## src/rtl/code_entry_selector_if.sv

```systemverilog
// Button-pulse and code/cursor bundle between the front end and the selector.
// master drives pulses and reads the code; slave is the selector.
interface code_entry_selector_if #(
  parameter int NUM_DIGITS = 4,
  parameter int DW = 4
);
  localparam int CW = (NUM_DIGITS > 2) ? $clog2(NUM_DIGITS) : 1;

  logic                     enable_entry;
  logic                     up_pulse;
  logic                     down_pulse;
  logic                     next_pulse;
  logic                     back_pulse;
  logic                     clear_pulse;
  logic [CW-1:0]            cursor;
  logic [DW-1:0]            current_digit;
  logic [NUM_DIGITS*DW-1:0] code_value;
  logic                     entry_complete;
  logic                     entry_active;
  logic                     timeout_flag;

  modport master (
    output enable_entry, up_pulse, down_pulse,
    output next_pulse, back_pulse, clear_pulse,
    input  cursor, current_digit, code_value,
    input  entry_complete, entry_active, timeout_flag
  );

  modport slave (
    input  enable_entry, up_pulse, down_pulse,
    input  next_pulse, back_pulse, clear_pulse,
    output cursor, current_digit, code_value,
    output entry_complete, entry_active, timeout_flag
  );
endinterface

```

## src/rtl/code_entry_selector.sv

```systemverilog
// Multi-digit code editor with cursor, commit strobe and optional idle clear.
// Define ENTRY_TIMEOUT_EN to build the idle auto-clear counter.
module code_entry_selector #(
  parameter int NUM_DIGITS = 4,
  parameter int RADIX = 10,
  parameter int DW = 4,
  parameter int TIMEOUT_CYCLES = 500000000
) (
  input logic clk,
  input logic sys_reset,
  code_entry_selector_if.slave bus
);
  localparam int CW = (NUM_DIGITS > 2) ? $clog2(NUM_DIGITS) : 1;
  localparam logic [CW-1:0] LAST = CW'(NUM_DIGITS - 1);
  localparam logic [DW-1:0] TOP = DW'(RADIX - 1);

  typedef enum logic [1:0] {
    IDLE,
    EDIT,
    DONE
  } state_t;

  state_t                   state;
  logic [NUM_DIGITS*DW-1:0] code_q;
  logic [CW-1:0]            cur_q;
  logic                     done_q;
  logic                     tmo_hit;

  logic                     any_pulse;
  logic                     fwd;
  logic                     rev;
  logic                     inc;
  logic                     dec;
  logic                     moving;
  logic [DW-1:0]            dig;
  logic [DW-1:0]            dig_up;
  logic [DW-1:0]            dig_dn;

  assign any_pulse = bus.up_pulse | bus.down_pulse |
                     bus.next_pulse | bus.back_pulse |
                     bus.clear_pulse;
  assign fwd    = bus.next_pulse & ~bus.back_pulse;
  assign rev    = bus.back_pulse & ~bus.next_pulse;
  assign moving = bus.next_pulse | bus.back_pulse;
  assign inc    = bus.up_pulse & ~bus.down_pulse;
  assign dec    = bus.down_pulse & ~bus.up_pulse;

  assign dig    = code_q[cur_q*DW +: DW];
  assign dig_up = (dig == TOP) ? '0 : dig + 1'b1;
  assign dig_dn = (dig == '0) ? TOP : dig - 1'b1;

  always_ff @(posedge clk or posedge sys_reset) begin
    if (sys_reset) begin
      state  <= IDLE;
      code_q <= '0;
      cur_q  <= '0;
      done_q <= 1'b0;
    end else begin
      done_q <= 1'b0;
      if (!bus.enable_entry) begin
        state <= IDLE;
      end else begin
        unique case (state)
          IDLE: state <= EDIT;
          EDIT: begin
            if (tmo_hit || bus.clear_pulse) begin
              code_q <= '0;
              cur_q  <= '0;
            end else if (fwd) begin
              if (cur_q == LAST) begin
                state  <= DONE;
                done_q <= 1'b1;
              end else begin
                cur_q <= cur_q + 1'b1;
              end
            end else if (rev) begin
              if (cur_q != '0) cur_q <= cur_q - 1'b1;
            end else if (!moving) begin
              // next+back cancel the move yet still mask up/down
              if (inc) code_q[cur_q*DW +: DW] <= dig_up;
              else if (dec) code_q[cur_q*DW +: DW] <= dig_dn;
            end
          end
          DONE: begin
            if (bus.clear_pulse) begin
              state  <= EDIT;
              code_q <= '0;
              cur_q  <= '0;
            end
          end
          default: state <= IDLE;
        endcase
      end
    end
  end

`ifdef ENTRY_TIMEOUT_EN
  localparam int TW = $clog2(TIMEOUT_CYCLES + 1);
  localparam logic [TW-1:0] IDLE_MAX = TW'(TIMEOUT_CYCLES - 1);

  logic [TW-1:0] idle_q;
  logic          tmo_q;

  assign tmo_hit = (state == EDIT) && bus.enable_entry &&
                   !any_pulse && (idle_q == IDLE_MAX);

  always_ff @(posedge clk or posedge sys_reset) begin
    if (sys_reset) begin
      idle_q <= '0;
      tmo_q  <= 1'b0;
    end else begin
      tmo_q <= tmo_hit;
      if (state != EDIT || !bus.enable_entry ||
          any_pulse || tmo_hit)
        idle_q <= '0;
      else
        idle_q <= idle_q + 1'b1;
    end
  end

  assign bus.timeout_flag = tmo_q;
`else
  assign tmo_hit = 1'b0;
  assign bus.timeout_flag = 1'b0;
`endif

  assign bus.cursor         = cur_q;
  assign bus.current_digit  = dig;
  assign bus.code_value     = code_q;
  assign bus.entry_complete = done_q;
  assign bus.entry_active   = (state == EDIT);
endmodule
```

## src/flat_wrapper.sv

```systemverilog
// flat-port wrapper written by rule: the top's interface ports become plain ports
module code_entry_selector_flat 
#(
  parameter int NUM_DIGITS = 4,
  parameter int RADIX = 10,
  parameter int DW = 4,
  parameter int TIMEOUT_CYCLES = 500000000
)
  (clk, sys_reset, bus_enable_entry, bus_up_pulse, bus_down_pulse, bus_next_pulse, bus_back_pulse, bus_clear_pulse, bus_cursor, bus_current_digit, bus_code_value, bus_entry_complete, bus_entry_active, bus_timeout_flag);
  code_entry_selector_if #(.NUM_DIGITS(NUM_DIGITS), .DW(DW)) bus_i ();
  input logic clk;
  input logic sys_reset;
  input wire logic [$bits(bus_i.enable_entry)-1:0] bus_enable_entry;
  input wire logic [$bits(bus_i.up_pulse)-1:0] bus_up_pulse;
  input wire logic [$bits(bus_i.down_pulse)-1:0] bus_down_pulse;
  input wire logic [$bits(bus_i.next_pulse)-1:0] bus_next_pulse;
  input wire logic [$bits(bus_i.back_pulse)-1:0] bus_back_pulse;
  input wire logic [$bits(bus_i.clear_pulse)-1:0] bus_clear_pulse;
  output wire logic [$bits(bus_i.cursor)-1:0] bus_cursor;
  output wire logic [$bits(bus_i.current_digit)-1:0] bus_current_digit;
  output wire logic [$bits(bus_i.code_value)-1:0] bus_code_value;
  output wire logic [$bits(bus_i.entry_complete)-1:0] bus_entry_complete;
  output wire logic [$bits(bus_i.entry_active)-1:0] bus_entry_active;
  output wire logic [$bits(bus_i.timeout_flag)-1:0] bus_timeout_flag;
  assign bus_i.enable_entry = bus_enable_entry;
  assign bus_i.up_pulse = bus_up_pulse;
  assign bus_i.down_pulse = bus_down_pulse;
  assign bus_i.next_pulse = bus_next_pulse;
  assign bus_i.back_pulse = bus_back_pulse;
  assign bus_i.clear_pulse = bus_clear_pulse;
  assign bus_cursor = bus_i.cursor;
  assign bus_current_digit = bus_i.current_digit;
  assign bus_code_value = bus_i.code_value;
  assign bus_entry_complete = bus_i.entry_complete;
  assign bus_entry_active = bus_i.entry_active;
  assign bus_timeout_flag = bus_i.timeout_flag;
  code_entry_selector #(.NUM_DIGITS(NUM_DIGITS), .RADIX(RADIX), .DW(DW), .TIMEOUT_CYCLES(TIMEOUT_CYCLES)) u_core (.clk(clk), .sys_reset(sys_reset), .bus(bus_i));
endmodule
```

## config.mk

```make
export PLATFORM = sky130hd
export DESIGN_NAME = code_entry_selector_flat
export DESIGN_NICKNAME = d
export VERILOG_FILES = /design/src/rtl/code_entry_selector_if.sv /design/src/rtl/code_entry_selector.sv /design/src/flat_wrapper.sv
export SDC_FILE = /design/constraint.sdc
export NUM_CORES = 1
export LEC_CHECK = 0
export CORE_MARGIN = 1.5
export CORE_UTILIZATION = 54
export DETAILED_ROUTE_END_ITERATION = 7
export PLACE_DENSITY = 0.95
export SYNTH_ARGS = -nofsm -noshare
export SYNTH_HDL_FRONTEND = slang
export SYNTH_SLANG_ARGS = --single-unit
```

## constraint.sdc

```tcl
create_clock -name clk -period 6.5 [get_ports clk]
set_input_delay 0.975 -clock clk [delete_from_list [all_inputs] [get_ports clk]]
set_output_delay 0.975 -clock clk [all_outputs]
set_load 0.01 [all_outputs]
```

**Word-level counts from Yosys, hierarchy flattened**

Index checks and enable logic that the tools add are counted.

- Bits in registers: 21
- Bits in latches: 0
- Bits in writable memories: 0
- Memory bits (read-only): 0
- Input port bits: 8
- Output and inout bits: 25
- Logic and storage cells: 75
- Memories kept: 0

- Add/subtract/negate cells: 5
- $mul: 0
- Div/mod/pow operators: 0
- $lt $le $gt $ge: 0
- Eq/ne operators: 16
- Shifts and indexed selects: 4
- Multiplexer cells: 30
- Bitwise gates (word level): 9
- Reduce and logical (&&, ||, !) cells: 7

Operators with widths:

| cell | count |
|---|---|
| 16-bit 2-to-1 mux | 7 |
| 4-bit by 34-bit variable part select with 16-bit output | 2 |
| 4-bit negation with 34-bit output | 1 |
| 4-bit by 34-bit variable shift with 16-bit output, first input constant | 1 |
| 16-bit bitwise mux | 2 |
| 16-bit one-hot mux with 2 select lines | 1 |
| 2-bit 2-to-1 mux | 11 |
| 16-bit by 5-bit variable part select with 4-bit output | 1 |
| 3-bit != test, second input constant | 5 |
| 4-bit by 2-bit != test with 1-bit output, second input constant | 3 |
| 4-bit 2-to-1 mux | 2 |
| 7-bit AND reduction | 1 |
| 3-bit by 2-bit != test with 1-bit output, second input constant | 2 |
| 2-bit one-hot mux with 3 select lines | 1 |
| 6-bit AND reduction | 1 |
| 1-bit 2-to-1 mux | 5 |
| 4-bit by 1-bit adder with 4-bit output, second input constant | 1 |
| 1-bit bitwise AND | 4 |
| 2-bit equality test, second input constant | 2 |
| 4-bit equality test, second input constant | 1 |
| 4-bit logical NOT | 1 |
| 4-bit != test, second input constant | 1 |
| 1-bit inverter | 4 |
| 2-bit one-hot mux with 2 select lines | 1 |
| 9 further kinds | 10 |

**Depth between registers and ports, before layout**

- Depth in word-level cells: 12
- Gate-level depth with buffers: 9

**Worst setup path before layout**

Ideal clock, no wire load.

- Path kind: input -> register
- Start: input port bus_down_pulse
- End: register u_core.code_q[5] (netlist: u_core.bus.code_value[5])
- Setup time: 0.077 ns
- Data arrival time: 2.747 ns
- Slack: 3.677 ns
- Stages on the path: 7
- Path buffers: 0
- Cell sequence: inv_1 ha_1 or4b_1 a211oi_2 nand3_1 or3_1 o21ai_1

- Word-level cells in the longest chain between the ends: 8
- Elaborated cells between the ends (all ways): 11

RTL lines:

| element | line | RTL |
|---|---|---|
| start, declared | flat_wrapper.sv:15 | `input wire logic [$bits(bus_i.down_pulse)-1:0] bus_down_pulse;` |
| 1-bit inverter | code_entry_selector.sv:45 | `assign inc = bus.up_pulse & ~bus.down_pulse;` |
| 1-bit bitwise AND | code_entry_selector.sv:45 |  |
| 16-bit 2-to-1 mux | code_entry_selector.sv:80 | `if (inc) code_q[cur_q*DW +: DW] <= dig_up;` |
| 16-bit 2-to-1 mux | code_entry_selector.sv:78 | `end else if (!moving) begin` |
| 16-bit 2-to-1 mux | code_entry_selector.sv:76 | `end else if (rev) begin` |
| 16-bit 2-to-1 mux | code_entry_selector.sv:69 | `end else if (fwd) begin` |
| 16-bit 2-to-1 mux | code_entry_selector.sv:66 | `if (tmo_hit \|\| bus.clear_pulse) begin` |
| 16-bit one-hot mux with 2 select lines | code_entry_selector.sv:63 | `unique case (state)` |
| end signal, assigned by index | code_entry_selector.sv:80 |  |
| end signal, assigned by index | code_entry_selector.sv:81 | `else if (dec) code_q[cur_q*DW +: DW] <= dig_dn;` |
| end, declared | code_entry_selector.sv:24 | `logic [NUM_DIGITS*DW-1:0] code_q;` |

Parallel ways exist; a longest one is shown, timed or not. The select of a mux whose other input is x is not followed.
A chain may end at the register's enable or synchronous reset.

**Worst setup path after layout**

- Start: input port bus_back_pulse
- End: register u_core.code_q[15] (netlist: u_core.bus.code_value[15])

- Word-level cells in the longest chain between the ends: 4
- Elaborated cells between the ends (all ways): 8

RTL lines:

| element | line | RTL |
|---|---|---|
| start, declared | flat_wrapper.sv:17 | `input wire logic [$bits(bus_i.back_pulse)-1:0] bus_back_pulse;` |
| 1-bit inverter | code_entry_selector.sv:42 | `assign fwd = bus.next_pulse & ~bus.back_pulse;` |
| 1-bit bitwise AND | code_entry_selector.sv:42 |  |
| 3-bit != test (no source line) | n/a |  |
| 7-bit AND reduction (no source line) * | n/a |  |

Every way passes the cells marked *; elsewhere a longest branch is shown, timed or not.

==> summary.md <==
| Metric | Value |
|---|---|
| # port buffers | `31` |
| Area grow syn2layout | `22.8%` |
| Clock transition at path regs | `roughly 130 ps` |
| Critical path arrival | `about 3500 ps` |
| Required @ worst endpoint | `6750 ps` |
| Tcrit/Tclk final | `50.2%` |
| Share of cells above drive strength 1 | `around 6.3%` |
| Die Y-Extent | `roughly 55 um` |
| Power Density | `299 nW/um^2` |
| Postcts setup bufs | `0` |
| Sequential area share after synthesis | `a little over a third` |
| Skew-Pair Late Insertion Delay | `320 ps` |
| Reg power frac | `34.8%` |
| Startpoint types | `primary input` |
| Final setup viols | `0` |
| Crit end category | `flop` |
| Chip Width | `55.3 um` |
| Pleak | `roughly 0.8 nW` |
| Final Hold Viols | `0` |
| Psw | `roughly 0.24 mW` |
| Min Hold Slack | `534 ps` |
| Tmin final | `3270 ps` |
| Clk_skew | `around 3.7 ps` |
| H-tree depth | `1` |
| Fin. max-slew vios | `0` |
| Nets | `approximately 220` |
| Clk root buf | `clkbuf_4` |
| Gr usage total | `25.7%` |
| Clk sinks | `21` |
| Worst-Margin Slew | `approximately 820 ps` |
| Clk buf depth | `2` |
| Die area | `3060 um^2` |
| Number of global-route vias before repair | `approximately 1300` |
| Fmax | `~310 MHz` |
| Internal power | `0.304 mW` |
| Core area | `2520 um^2` |
| Mapped Area | `about 1500 um^2` |
| RSZ-0062 raised after global routing | `no` |
| Maximum vdd drop | `~0.21 mV` |
| Ports | `33` |
| Routed len/inst | `17.0 um` |
| Routed WL | `3.76 mm` |
| Initial antenna violation count | `0` |
| Ant. Diodes | `0` |
| Hold Crit Class | `flop to flop` |
| Max Cap Viol | `0` |
| Synth Register Bits | `21` |
| Final setup TNS | `0 ps` |
| Largest net degree at the start of global routing | `22` |
| Initial Util | `~59%` |
| Vias | `1354` |
| Synth Instances | `~160` |
| Yosys warns | `0` |
| Floorplan row count | `18` |
| Logic pwr share | `a little over half` |
| Sw Ratio | `roughly 44%` |
| Dpl hpwl | `around 2.9 mm` |
| Syn_nets | `187` |
| # DRC | `0` |
| CTS tree | `built` |
| Slew HR | `between 40 and 50%` |
| WS Path Type | `primary input to flop` |
| Gr ovfl total | `0` |
| Avg Inst Size Synth | `a little over 9 um^2` |
| Hold_buf cts | `0` |
| Vias per cell | `6.13` |
| First-pass GRT wire length | `~6.3 mm` |
| Status | `finished clean` |
| Post-CTS resize count | `0` |
| Detail Route Antenna Nets | `0` |
| Routability Congestion | `0.907` |
| Drt first pass iters | `4` |
| CTS Buf Count | `3` |
| Worst-path maximum fanout | `7` |
| DRT iter0 DRCs | `60` |
| Synth cell types | `39` |
| Clk pwr share | `between 10% and 20%` |
## power by group through the flow
stage / Combinational, mW / Sequential (mW) / Clock (mW)
2_1_floorplan: 0.194 / 0.180 / 0
3_3_place_gp: 0.263 / 0.189 / 0
3_5_place_dp: 0.278 / 0.192 / 0
4_1_cts: 0.282 / 0.189 / 0.0675
5_1_grt: 0.310 / 0.194 / 0.0723
6_report: 0.286 / 0.189 / 0.0683
## metrics by stage
step | std cells | power, mW | cell area (um^2) | worst slack [ps] | utilization (%)
after floorplan | 162 | 0.374 | 1480 | 3680 | -
after global placement | 217 | 0.451 | 1790 | 3110 | 70.8
after global routing | 221 | 0.576 | 1810 | 3080 | 71.9
after CTS | 221 | 0.539 | 1810 | 3240 | 71.9
final | 221 | 0.543 | 1810 | 3230 | 71.9
after detailed placement | 217 | 0.470 | 1790 | 2990 | 70.8
## cell usage after synthesis
| cell | instances | area, um^2 |
|---|---|---|
| nand2_1 | 24 | 90.1 |
| dfrtp_1 | 21 | 526 |
| ha_1 | 17 | 213 |
| o21ai_1 | 15 | 75.1 |
| inv_1 | 13 | 48.8 |
| nor2_1 | 7 | 26.3 |
| a21oi_1 | 6 | 30.0 |
| o21ai_0 | 6 | 30.0 |
| nor3_1 | 5 | 25.0 |
| buf_2 | 4 | 20.0 |
| mux4_2 | 4 | 90.1 |
| nand3_1 | 4 | 20.0 |
| nand2b_1 | 3 | 18.8 |
| a31oi_1 | 2 | 12.5 |
| mux2i_1 | 2 | 20.0 |
| nand3b_1 | 2 | 15.0 |
| o31ai_1 | 2 | 15.0 |
| or2_1 | 2 | 12.5 |
| or3_1 | 2 | 12.5 |
| or4b_1 | 2 | 20.0 |
| a2111oi_0 | 1 | 8.76 |
| a211oi_2 | 1 | 12.5 |
| a21o_1 | 1 | 7.51 |
| a22o_1 | 1 | 8.76 |
| a22oi_1 | 1 | 7.51 |
| and3_1 | 1 | 6.26 |
| buf_4 | 1 | 7.51 |
| buf_6 | 1 | 11.3 |
| conb_1 | 1 | 3.75 |
| inv_2 | 1 | 3.75 |
| mux2_2 | 1 | 11.3 |
| nand4_1 | 1 | 6.26 |
| nand4b_1 | 1 | 8.76 |
| nor3b_1 | 1 | 7.51 |
| o211ai_1 | 1 | 7.51 |
| o21a_1 | 1 | 7.51 |
| o22ai_2 | 1 | 12.5 |
| o311a_1 | 1 | 10.0 |
| xor2_1 | 1 | 8.76 |
## layer usage
layer | routed length (um) | up-vias | part of all wire, % | GRT usage [%]
met2 | 2040 | 60 | 54 | 46.1
met4 | 42 | 0 | 1.1 | 10.5
li1 | - | 628 | - | -
met3 | 180 | 4 | 4.8 | 3.04
met5 | 0 | - | 0 | 0
met1 | 1490 | 662 | 40 | 30.9
## final timing paths
kind | from | endpoint | slack [ps] | depth (start not counted)
setup reg to reg | u_core.bus.cursor[1] | u_core.bus.code_value[4] | 3690 | 8
hold reg to reg | u_core.bus.code_value[11] | u_core.bus.code_value[11] | 530 | 2
min in group asynchronous | sys_reset | u_core.bus.cursor[1] | 1100 | 2
max in group asynchronous | sys_reset | u_core.bus.code_value[3] | 4900 | 2
setup / recovery | bus_back_pulse | u_core.bus.code_value[15] | 3230 | 8
hold / removal | u_core.bus.code_value[11] | u_core.bus.code_value[11] | 530 | 2
## logic make-up (layout without fill, tap and decap cells)
| kind of cell | count (synthesis) | in the layout | synth area share (%) |
|---|---|---|---|
| AND/OR/NAND/NOR | 55 | 55 | 18.2 |
| AO/OA/AOI/OAI | 40 | 40 | 16.6 |
| flip-flops | 21 | 21 | 35.6 |
| buffers and inverters | 20 | 49 | 6.18 |
| adder cells (fa/ha/maj) | 17 | 17 | 14.4 |
| multiplexers | 7 | 7 | 8.21 |
| other | 1 | 1 | 0.254 |
| XOR/XNOR | 1 | 1 | 0.593 |
## critical path: stages
cell and delay, ps:
clkdlybuf4s50_1 490, inv_1 70, ha_1 230, or4b_1 520
a211oi_2 460, nand3_1 200, or3_1 410, o21ai_1 160
## placed cells by master (no fill, tap or decap), types with 2 or more instances in the layout
cell type and count:
a21oi_1 6, a31oi_1 2, clkbuf_4 3, clkdlybuf4s50_1 31
dfrtp_1 21, ha_1 17, inv_1 13, mux2i_1 2
mux4_2 4, nand2_1 24, nand2b_1 3, nand3_1 4
nand3b_1 2, nor2_1 7, nor3_1 5, o21ai_0 6
o21ai_1 15, o31ai_1 2, or2_1 2, or3_1 2
or4b_1 2
## sequential cells by signal, indices dropped and copies added (netlist names)
| register | flops |
|---|---|
| u_core.bus.code_value | 16 |
| u_core.state | 2 |
| u_core.bus.cursor | 2 |
| u_core.bus.entry_complete | 1 |
## cell type report
class                   instances  area, um^2
clock buffers                   3        22.5
clock inverters                 1        5.00
fillers                       191         708
inverters                      14        52.6
multi-input cells             121         861
flip-flops and latches         21         526
well taps                      30        37.5
repair buffers                 31         310
Note: power is estimated with default switching activity, not from simulation.
